$ cat config.mk
export PLATFORM = sky130hd
export DESIGN_NAME = mixer_ctrl_sched
export DESIGN_NICKNAME = d
export VERILOG_FILES = /design/src/rtl/mixer_ctrl_pkg.sv /design/src/rtl/mixer_ctrl_vol_ramp.sv /design/src/rtl/mixer_ctrl_sched.sv
export SDC_FILE = /design/constraint.sdc
export NUM_CORES = 1
export LEC_CHECK = 0
export CAP_MARGIN = 5
export CORE_ASPECT_RATIO = 1.2
export CORE_MARGIN = 2
export CORE_UTILIZATION = 45
export CTS_BUF_LIST = sky130_fd_sc_hd__clkbuf_2 sky130_fd_sc_hd__clkbuf_4 sky130_fd_sc_hd__clkbuf_8
export DETAILED_ROUTE_END_ITERATION = 12
export MAX_ROUTING_LAYER = met4
export PLACE_DENSITY_LB_ADDON = 0.15
export RECOVER_POWER = 100
export SLEW_MARGIN = 20
export SYNTH_ARGS = -nofsm -noshare
export SYNTH_HDL_FRONTEND = slang
export SYNTH_SLANG_ARGS = --single-unit
$ cat constraint.sdc
create_clock -name clk -period 9.5 [get_ports clk]
set_input_delay 1.9 -clock clk [delete_from_list [all_inputs] [get_ports clk]]
set_output_delay 1.9 -clock clk [all_outputs]
set_load 0.02 [all_outputs]
$ cat src/rtl/mixer_ctrl_pkg.sv
// Shared constants, register map and pan-sequencer state type for the
// mixer control/scheduling block.
package mixer_ctrl_pkg;

   localparam int GAIN_W = 20;
   localparam int VOL_W  = 25;
   localparam int PAN_W  = 16;

   localparam logic [GAIN_W-1:0] STEP_DEFAULT = 20'h00100;

   localparam logic [2:0] ADDR_VOL1   = 3'd0;
   localparam logic [2:0] ADDR_VOL2   = 3'd1;
   localparam logic [2:0] ADDR_VOL3   = 3'd2;
   localparam logic [2:0] ADDR_MASTER = 3'd3;
   localparam logic [2:0] ADDR_PAN    = 3'd4;
   localparam logic [2:0] ADDR_STEP   = 3'd5;

   typedef enum logic [1:0] {
      IDLE     = 2'd0,
      FADE_OUT = 2'd1,
      SWAP     = 2'd2,
      FADE_IN  = 2'd3
   } pan_state_t;

endpackage

$ cat src/rtl/mixer_ctrl_vol_ramp.sv
// One volume ramp: moves cur toward its (possibly overridden) target by at
// most step per tick, clamping at the target so it never overshoots or wraps.
module vol_ramp
   import mixer_ctrl_pkg::*;
(
   input  logic              clk,
   input  logic              rst,
   input  logic              tick,
   input  logic [GAIN_W-1:0] step,
   input  logic [GAIN_W-1:0] tgt,
   input  logic              override_en,
   input  logic [GAIN_W-1:0] override_tgt,
   output logic [GAIN_W-1:0] cur,
   output logic              at_tgt
);

   logic [GAIN_W-1:0] eff_tgt;
   logic [GAIN_W-1:0] cur_next;
   logic [GAIN_W:0]   sum;
   logic [GAIN_W:0]   diff;

   assign eff_tgt = override_en ? override_tgt : tgt;
   assign at_tgt  = (cur == eff_tgt);

   // NOTE: every always_comb output gets a default first so no path leaves it unassigned (no latch).
   always_comb begin
      cur_next = cur;
      sum      = {1'b0, cur} + {1'b0, step};
      diff     = {1'b0, cur} - {1'b0, step};
      if (step == '0) begin
         cur_next = eff_tgt;
      end else if (cur < eff_tgt) begin
         cur_next = (sum > {1'b0, eff_tgt}) ? eff_tgt : sum[GAIN_W-1:0];
      end else if (cur > eff_tgt) begin
         // diff[GAIN_W] set means the subtraction went below zero.
         cur_next = (diff[GAIN_W] || (diff[GAIN_W-1:0] < eff_tgt)) ? eff_tgt : diff[GAIN_W-1:0];
      end
   end

   // NOTE: sequential state uses non-blocking assignments so all registers update together at the edge.
   always_ff @(posedge clk or posedge rst) begin
      if (rst) begin
         cur <= '0;
      end else if (tick) begin
         cur <= cur_next;
      end
   end

endmodule

$ cat src/rtl/mixer_ctrl_sched.sv
// Host-facing register file, per-sample volume ramps and the click-free
// pan sequencer (fade master out, swap pan, fade master back in).
module mixer_ctrl_sched
   import mixer_ctrl_pkg::*;
(
   input  logic             clk,
   input  logic             rst,
   input  logic             sample_tick,
   input  logic             wr_en,
   input  logic [2:0]       wr_addr,
   input  logic [VOL_W-1:0] wr_data,
   output logic             wr_ready,
   output logic [VOL_W-1:0] volume1,
   output logic [VOL_W-1:0] volume2,
   output logic [VOL_W-1:0] volume3,
   output logic [VOL_W-1:0] volume_master,
   output logic [PAN_W-1:0] pan,
   output logic             busy,
   output logic             pan_done
);

   pan_state_t        state, state_next;
   logic [GAIN_W-1:0] tgt_q  [4];
   logic [GAIN_W-1:0] cur    [4];
   logic [3:0]        at_tgt;
   logic [GAIN_W-1:0] step_q;
   logic [PAN_W-1:0]  shadow_q;
   logic              accept;
   logic              fade_out;
   logic              pan_load;
   logic              done_set;
   logic              unused_wr_bits;

   assign wr_ready       = (state == IDLE);
   assign accept         = wr_en && wr_ready;
   assign fade_out       = (state == FADE_OUT);
   assign unused_wr_bits = ^wr_data[VOL_W-1:GAIN_W];

   // NOTE: the target array is reset explicitly because a reset must leave no stale target behind.
   always_ff @(posedge clk or posedge rst) begin
      if (rst) begin
         for (int i = 0; i < 4; i++) tgt_q[i] <= '0;
         step_q   <= STEP_DEFAULT;
         shadow_q <= '0;
      end else if (accept) begin
         case (wr_addr)
            ADDR_VOL1, ADDR_VOL2, ADDR_VOL3, ADDR_MASTER:
               tgt_q[wr_addr[1:0]] <= wr_data[GAIN_W-1:0];
            ADDR_PAN:  shadow_q <= wr_data[PAN_W-1:0];
            ADDR_STEP: step_q   <= wr_data[GAIN_W-1:0];
            default: ;
         endcase
      end
   end

   for (genvar i = 0; i < 4; i++) begin : g_ramp
      vol_ramp u_ramp (
         .clk          (clk),
         .rst          (rst),
         .tick         (sample_tick),
         .step         (step_q),
         .tgt          (tgt_q[i]),
         .override_en  ((i == 3) && fade_out),
         .override_tgt ('0),
         .cur          (cur[i]),
         .at_tgt       (at_tgt[i])
      );
   end

   always_comb begin
      state_next = state;
      pan_load   = 1'b0;
      done_set   = 1'b0;
      case (state)
         IDLE:     if (accept && (wr_addr == ADDR_PAN)) state_next = FADE_OUT;
         FADE_OUT: if (at_tgt[3]) state_next = SWAP;
         SWAP: begin
            pan_load   = 1'b1;
            state_next = FADE_IN;
         end
         FADE_IN: begin
            if (at_tgt[3]) begin
               state_next = IDLE;
               done_set   = 1'b1;
            end
         end
         default: state_next = IDLE;
      endcase
   end

   always_ff @(posedge clk or posedge rst) begin
      if (rst) begin
         state    <= IDLE;
         pan      <= '0;
         pan_done <= 1'b0;
      end else begin
         state    <= state_next;
         pan_done <= done_set;
         if (pan_load) pan <= shadow_q;
      end
   end

   assign busy          = (state != IDLE) || !(&at_tgt);
   assign volume1       = {{(VOL_W-GAIN_W){1'b0}}, cur[0]};
   assign volume2       = {{(VOL_W-GAIN_W){1'b0}}, cur[1]};
   assign volume3       = {{(VOL_W-GAIN_W){1'b0}}, cur[2]};
   assign volume_master = {{(VOL_W-GAIN_W){1'b0}}, cur[3]};

endmodule
==> results of run 1 <==
[cell families after synthesis]
kind of cell    after synthesis
xor+xnor                    115
mux                         103
fa+ha+maj                   408
buf+inv                     321
other cells                   1
simple gates                767
flops                       215
compound gates              839
[cells in the mapped netlist, drive strengths merged, types with 15 or more instances]
library cell | n | area share
mux2 | 88 | 0.042
dfrtp | 214 | 0.23
a21o | 67 | 0.022
or3 | 18 | 0.0048
nand3 | 70 | 0.015
xor2 | 27 | 0.010
buf | 32 | 0.0094
a211oi | 29 | 0.0093
or2 | 15 | 0.0040
o21a | 24 | 0.0077
nor2 | 201 | 0.032
a22oi | 18 | 0.0058
inv | 185 | 0.030
o22ai | 15 | 0.0040
nand4 | 35 | 0.0094
a31oi | 47 | 0.013
xnor2 | 88 | 0.033
o21bai | 26 | 0.0084
nor4 | 22 | 0.0059
a21oi | 193 | 0.042
o21ai | 191 | 0.041
clkbuf | 99 | 0.016
o211ai | 20 | 0.0064
mux2i | 15 | 0.0064
nor2b | 48 | 0.013
ha | 400 | 0.21
nor3 | 67 | 0.014
nand2b | 44 | 0.012
o31ai | 24 | 0.0077
a221oi | 32 | 0.012
o2bb2ai | 15 | 0.0056
nand2 | 176 | 0.028
[area by class of cell]
type / instances / area, µm² / share of cell area
clock buffer: 56 / 727 / 0.0279
multi-input combinational: 2252 / 16700 / 0.642
tap: 697 / 872 / 0.0335
clock inverter: 13 / 199 / 0.00764
sequential: 215 / 5380 / 0.207
timing repair buffer: 149 / 1420 / 0.0546
antenna: 2 / 5.00 / 0.000192
inverter: 190 / 714 / 0.0274
[worst register-to-register path: cells and delay by family, from the launching register on]
kind,cells,cell delay (ns)
flops,1,0.63
buf+inv,1,0.56
fa+ha+maj,2,0.88
compound gates,10,4.60
simple gates,4,1.08
[routing by layer]
layer | part of all wire | vias up
met5 | 0 | -
met4 | 0.052 | 0
li1 | - | 10300
met1 | 0.42 | 10900
met3 | 0.063 | 212
met2 | 0.46 | 872
[flip-flops by register name (all words and copies together) (netlist names)]
signal,flops
tgt_q,80
shadow_q,16
pan,16
g_ramp.u_ramp.cur,80
state,2
pan_done,1
step_q,20
[stage by stage]
stage               hold slack [ns]  utilization  setup WS, ns  std cells
floorplan                     0.456            -          1.72       2788
global placement              0.461        0.490          2.57       3502
detailed placement            0.468        0.490          2.54       3502
CTS                           0.483        0.508          2.47       3571
global route                  0.500        0.507          1.14       3574
finish                        0.482        0.507          1.69       3574
[final timing paths]
| path | startpoint | endpoint | slack, ns | cells past startpoint |
|---|---|---|---|---|
| min | tgt_q[27] | g_ramp[2].u_ramp.cur[7] | 0.48 | 1 |
| max reg2reg | step_q[1] | g_ramp[2].u_ramp.cur[5] | 1.69 | 17 |
| min in group asynchronous | rst | g_ramp[1].u_ramp.cur[6] | 2.99 | 2 |
| max in group asynchronous | rst | pan_done | 4.55 | 2 |
| max | step_q[1] | g_ramp[2].u_ramp.cur[5] | 1.69 | 17 |
| min reg2reg | tgt_q[27] | g_ramp[2].u_ramp.cur[7] | 0.48 | 1 |
==> summary.md, run 1 <==
| Metric | Value |
|---|---|
| Run status | complete, but fails checks |
| Failing checks | capacitance limit, slew limit |
| Post-CTS Setup Bufs | 0 |
| Routed len/inst | 25.1 µm |
| GRT met1 Usage | 0.436 |
| CP endpoint kind | flop |
| Main combinational cell family by area after synthesis | compound AO/OA/AOI/OAI gates |
| DIE AREA | 53700 µm² |
| Post-synth top flop | dfrtp_1 |
| Global-route wire length before repair | 134000 µm |
| Period utilization | 0.822 |
| Async SR Flop Fraction | 1.00 |
| Most frequent cells in the layout | ha_1, dfrtp_1, nor2_1 |
| Crit path arrival time | 8.35 ns |
| # nets final | 3288 |
| HP Class | flop to flop |
| Remaining Overflow, GRT | 0 |
| Hold-fix buffer count after cts | 0 |
| Initial antenna violation count | 5 |
| Slew @ Worst Pin | 4.25 ns |
| Critical-path cell list | inv_1, fa_1, a211oi_1, o21ai_0, a2111oi_0, nor3_1, o21ai_0, a2111oi_0, nor3b_1, ha_1, nand4_1, or2_2, a311oi_1, o221ai_1, a311oi_2, a221oi_1, o2bb2ai_1 |
| DRC Markers | 0 |
| Fillers | 4949 |
| Compound-Gate Fraction of Synth Area | 0.238 |
| Type of origin of the critical path | flop |
| Core footprint | 51400 µm² |
| Register area share after synthesis | 0.231 |
| Iteration-0 DRC Markers | 1813 |
| Max Freq | 128 MHz |
| Finish-stage setup viols | 0 |
| Worst-skew pair later-pin latency | 0.63 ns |
| Final instance area | 26000 µm² |
| Die Ht | 253 µm |
| Adder-cell share of the synthesized area | 0.221 |
| Slew HR | -1.85 |
| TritonRoute pass-1 iters | 6 |
| Routed Antenna Nets | 0 |
| Worst Skew | 0.0330 ns |
| Post-CTS Resized | 0 |
| IO Count | 151 |
| H-tree levels | 2 |
| Critical Path Max Stage Delay | 1.38 ns |
| Layout area overhead | 11.7% |
| GPL Wtd Cong | 0.992 |
| GR peak layer | met2 |
| Avg Inst Size Synth | 8.42 µm² |
| Count of cell types in the netlist | 86 |
| Maximum Capacitance Violations | 5 |
| Layout cell share with drive strength beyond 1 | 0.0717 |
| Max Root-Sink Buffers | 3 |
| Simple-gate area share of the yosys netlist | 0.161 |
| XOR/XNOR Fraction of Synth Area | 0.0432 |
| DR vias/cell | 6.23 |
| Number of global-route vias before repair | 21700 |
| Met3 usage | 0.0419 |
| Crit path buf inv count | 1 |
| RSZ-0062 raised after global routing | false |
| WS Path Type | flop to flop |
| Root buffer cell | clkbuf_8 |
| Area of placed instances | 25200 µm² |
| Synth Warn # | 0 |
| Die width | 212 µm |
| Site Rows | 91 |
| Post-DP HPWL | 66600 µm |
| Hold Fails Final Rpt | 0 |
| Port buffer count | 125 |
| Synth Instances | 2769 |
| Post-synth EDFFs | 0 |
| Largest net degree at the start of global routing | 125 |
| Commonest non-fill, non-tap cell in the layout | ha_1 |
| Final Max Tran Viols | 211 |
| Total negative setup slack | 0 ns |
| Final Critical Period | 7.81 ns |
| Yosys reg bits | 215 |
| Worst path top cell family by delay | compound AO/OA/AOI/OAI gates |
| # clock sinks | 215 |
| Vias | 22300 |
| Synthesized area | 23300 µm² |
| Post-Route WL | 89500 µm |
| Clk pin slew, worst setup/hold paths | 0.06 ns |
| Grt met2 use | 0.546 |
| Max FO, Critical Path | 20 |
| CP max stage cell | a311oi_2 |
| Initial core utilization | 0.454 |
| CTS buffer count | 40 |
| Crit path required time | 10.05 ns |
| GRT Total Usage | 0.343 |
| CTS tree | built |
| Mux contribution to synthesized area | 0.0489 |
Power of run 1 is not shown: default switching activity piles up to over one toggle a cycle in this logic, so the estimate is an artifact.
==> run 2: changes to the inputs <==
clock period = 6.92 ns   (was 9.5 ns; I/O delays follow)
==> summary.md, run 2 (synthesized netlist as in run 1, its figures left out) <==
| Metric | Value |
|---|---|
| Run status | complete, but fails checks |
| Failing checks | capacitance limit, slew limit |
| Crit path buf inv count | 3 |
| Number of global-route vias before repair | 21900 |
| Crit path arrival time | 6.95 ns |
| Finish-stage setup viols | 0 |
| Worst path top cell family by delay | compound AO/OA/AOI/OAI gates |
| Most frequent cells in the layout | ha_1, dfrtp_1, nor2_1 |
| Top flop regs | g_ramp.u_ramp.cur: 80 flops, tgt_q: 80 flops, step_q: 20 flops |
| Max Root-Sink Buffers | 3 |
| Critical Path Max Stage Delay | 0.75 ns |
| Hold_sp | tgt_q[22] |
| CP startpoint | step_q[0] |
| RR Endpoint | g_ramp[3].u_ramp.cur[11] |
| Initial antenna violation count | 4 |
| Routed len/inst | 25.0 µm |
| Post-CTS Setup Bufs | 0 |
| DR vias/cell | 6.18 |
| Global-route wire length before repair | 136000 µm |
| Post-CTS Resized | 0 |
| Period utilization | 0.928 |
| CTS buffer count | 41 |
| Layout cell share with drive strength beyond 1 | 0.0848 |
| Max Freq | 156 MHz |
| IO Count | 151 |
| GRT Total Usage | 0.347 |
| Core footprint | 51400 µm² |
| Cell mode on critical path | a21o_1 |
| Critical-path cell list | ha_1, inv_1, fa_1, a21o_1, a2111oi_0, buf_4, a21o_1, o21ai_0, o31a_1, xnor2_1, ha_1, and4_1, a221o_1, a221oi_1, o31ai_1, o211ai_1, clkbuf_1, mux2i_1, nand2_1, a21o_1 |
| Initial core utilization | 0.454 |
| Largest net degree at the start of global routing | 161 |
| HP Class | flop to flop |
| DRC Markers | 0 |
| Worst Skew | 0.0257 ns |
| Commonest non-fill, non-tap cell in the layout | ha_1 |
| CP max stage cell | clkbuf_1 |
| R2r setup slk | 0.50 ns |
| Type of origin of the critical path | flop |
| Site Rows | 91 |
| Port buffer count | 125 |
| Maximum Capacitance Violations | 4 |
| Max FO, Critical Path | 19 |
| Iteration-0 DRC Markers | 1712 |
| RSZ-0062 raised after global routing | false |
| Worst-skew pair later-pin latency | 0.64 ns |
| Die width | 212 µm |
| Final Max Tran Viols | 297 |
| GPL Wtd Cong | 1.02 |
| R2r worst-path depth | 20 |
| Final Critical Period | 6.42 ns |
| Slew @ Worst Pin | 4.39 ns |
| CP endpoint kind | flop |
| WS Path Type | flop to flop |
| Worst Hold End | g_ramp[2].u_ramp.cur[2] |
| Post-DP HPWL | 68900 µm |
| CTS tree | built |
| Vias | 22400 |
| # clock sinks | 215 |
| Routed Antenna Nets | 0 |
| Fillers | 4919 |
| Hold path depth | 1 |
| TritonRoute pass-1 iters | 6 |
| H-tree levels | 2 |
| # nets final | 3336 |
| Die Ht | 253 µm |
| Clk pin slew, worst setup/hold paths | 0.06 ns |
| Layout area overhead | 12.9% |
| Remaining Overflow, GRT | 0 |
| Crit path required time | 7.45 ns |
| DIE AREA | 53700 µm² |
| Total negative setup slack | 0 ns |
| Post-Route WL | 90500 µm |
| Hold Fails Final Rpt | 0 |
| Root buffer cell | clkbuf_8 |
| Slew HR | -1.93 |
| Reg2reg start | step_q[0] |
| Hold-fix buffer count after cts | 0 |
==> run 2: cell count changes in the layout (fill, tap and decap cells not counted), moves of 2 or more <==
cell,previous run,this run
clkbuf_4,7,10
clkbuf_1,6,13
clkinv_2,5,7
clkbuf_8,49,46
buf_4,17,56
==> run 2: worst register-to-register path: stages (launching register included) <==
cell,delay (ns)
dfrtp_1,0.67
ha_1,0.28
inv_1,0.06
fa_1,0.44
a21o_1,0.24
a2111oi_0,0.66
buf_4,0.24
a21o_1,0.17
o21ai_0,0.14
o31a_1,0.30
xnor2_1,0.24
ha_1,0.28
and4_1,0.22
a221o_1,0.39
a221oi_1,0.38
o31ai_1,0.16
o211ai_1,0.18
clkbuf_1,0.75
mux2i_1,0.28
nand2_1,0.07
a21o_1,0.18
==> run 2: stage by stage <==
step / utilization / std cells / hold WS, ns / setup slack [ns] / cell area [µm²]
after floorplan: - / 2788 / 0.456 / 1.81 / 23400
after global placement: 0.497 / 3550 / 0.460 / 0.918 / 25500
after detailed placement: 0.497 / 3550 / 0.472 / 0.905 / 25500
after CTS: 0.514 / 3620 / 0.485 / 0.870 / 26400
after global routing: 0.513 / 3621 / 0.508 / 0.265 / 26300
final: 0.513 / 3621 / 0.480 / 0.497 / 26300
==> run 2: how the worst max path moves through the flow <==
stage,endpoint,slack [ns],cells past startpoint
floorplan,g_ramp[1].u_ramp.cur[5],1.81,19
global placement,g_ramp[2].u_ramp.cur[4],0.92,21
detailed placement,g_ramp[2].u_ramp.cur[3],0.91,20
CTS,g_ramp[2].u_ramp.cur[3],0.87,20
global route,g_ramp[3].u_ramp.cur[11],0.27,20
finish,g_ramp[3].u_ramp.cur[11],0.50,20
==> run 2: metal layers <==
| metal | vias to the layer above | GRT usage | routed length, µm |
|---|---|---|---|
| li1 | 10400 | - | - |
| met4 | 0 | 0.154 | 4730 |
| met1 | 10800 | 0.429 | 37500 |
| met3 | 230 | 0.0582 | 6550 |
| met2 | 877 | 0.557 | 41700 |
| met5 | - | - | 0 |
==> run 2: final cells by class <==
cell class	instances	area [µm²]	area share
well taps	697	872	0.0331
inverters	190	714	0.0271
flip-flops and latches	215	5380	0.204
clock buffers	56	708	0.0269
repair buffers	196	1750	0.0663
multi-input cells	2252	16700	0.635
clock inverters	14	180	0.00684
diodes	1	2.50	0.0000950
Power of run 2 is left out for the same reason.
==> run 3: changes to the inputs <==
SETUP_SLACK_MARGIN = 0.02   (was not set)
==> results of run 3 <==
Same layout as run 2: the final DEF is identical, and so are final timing and power.
Power of run 3 is left out for the same reason.
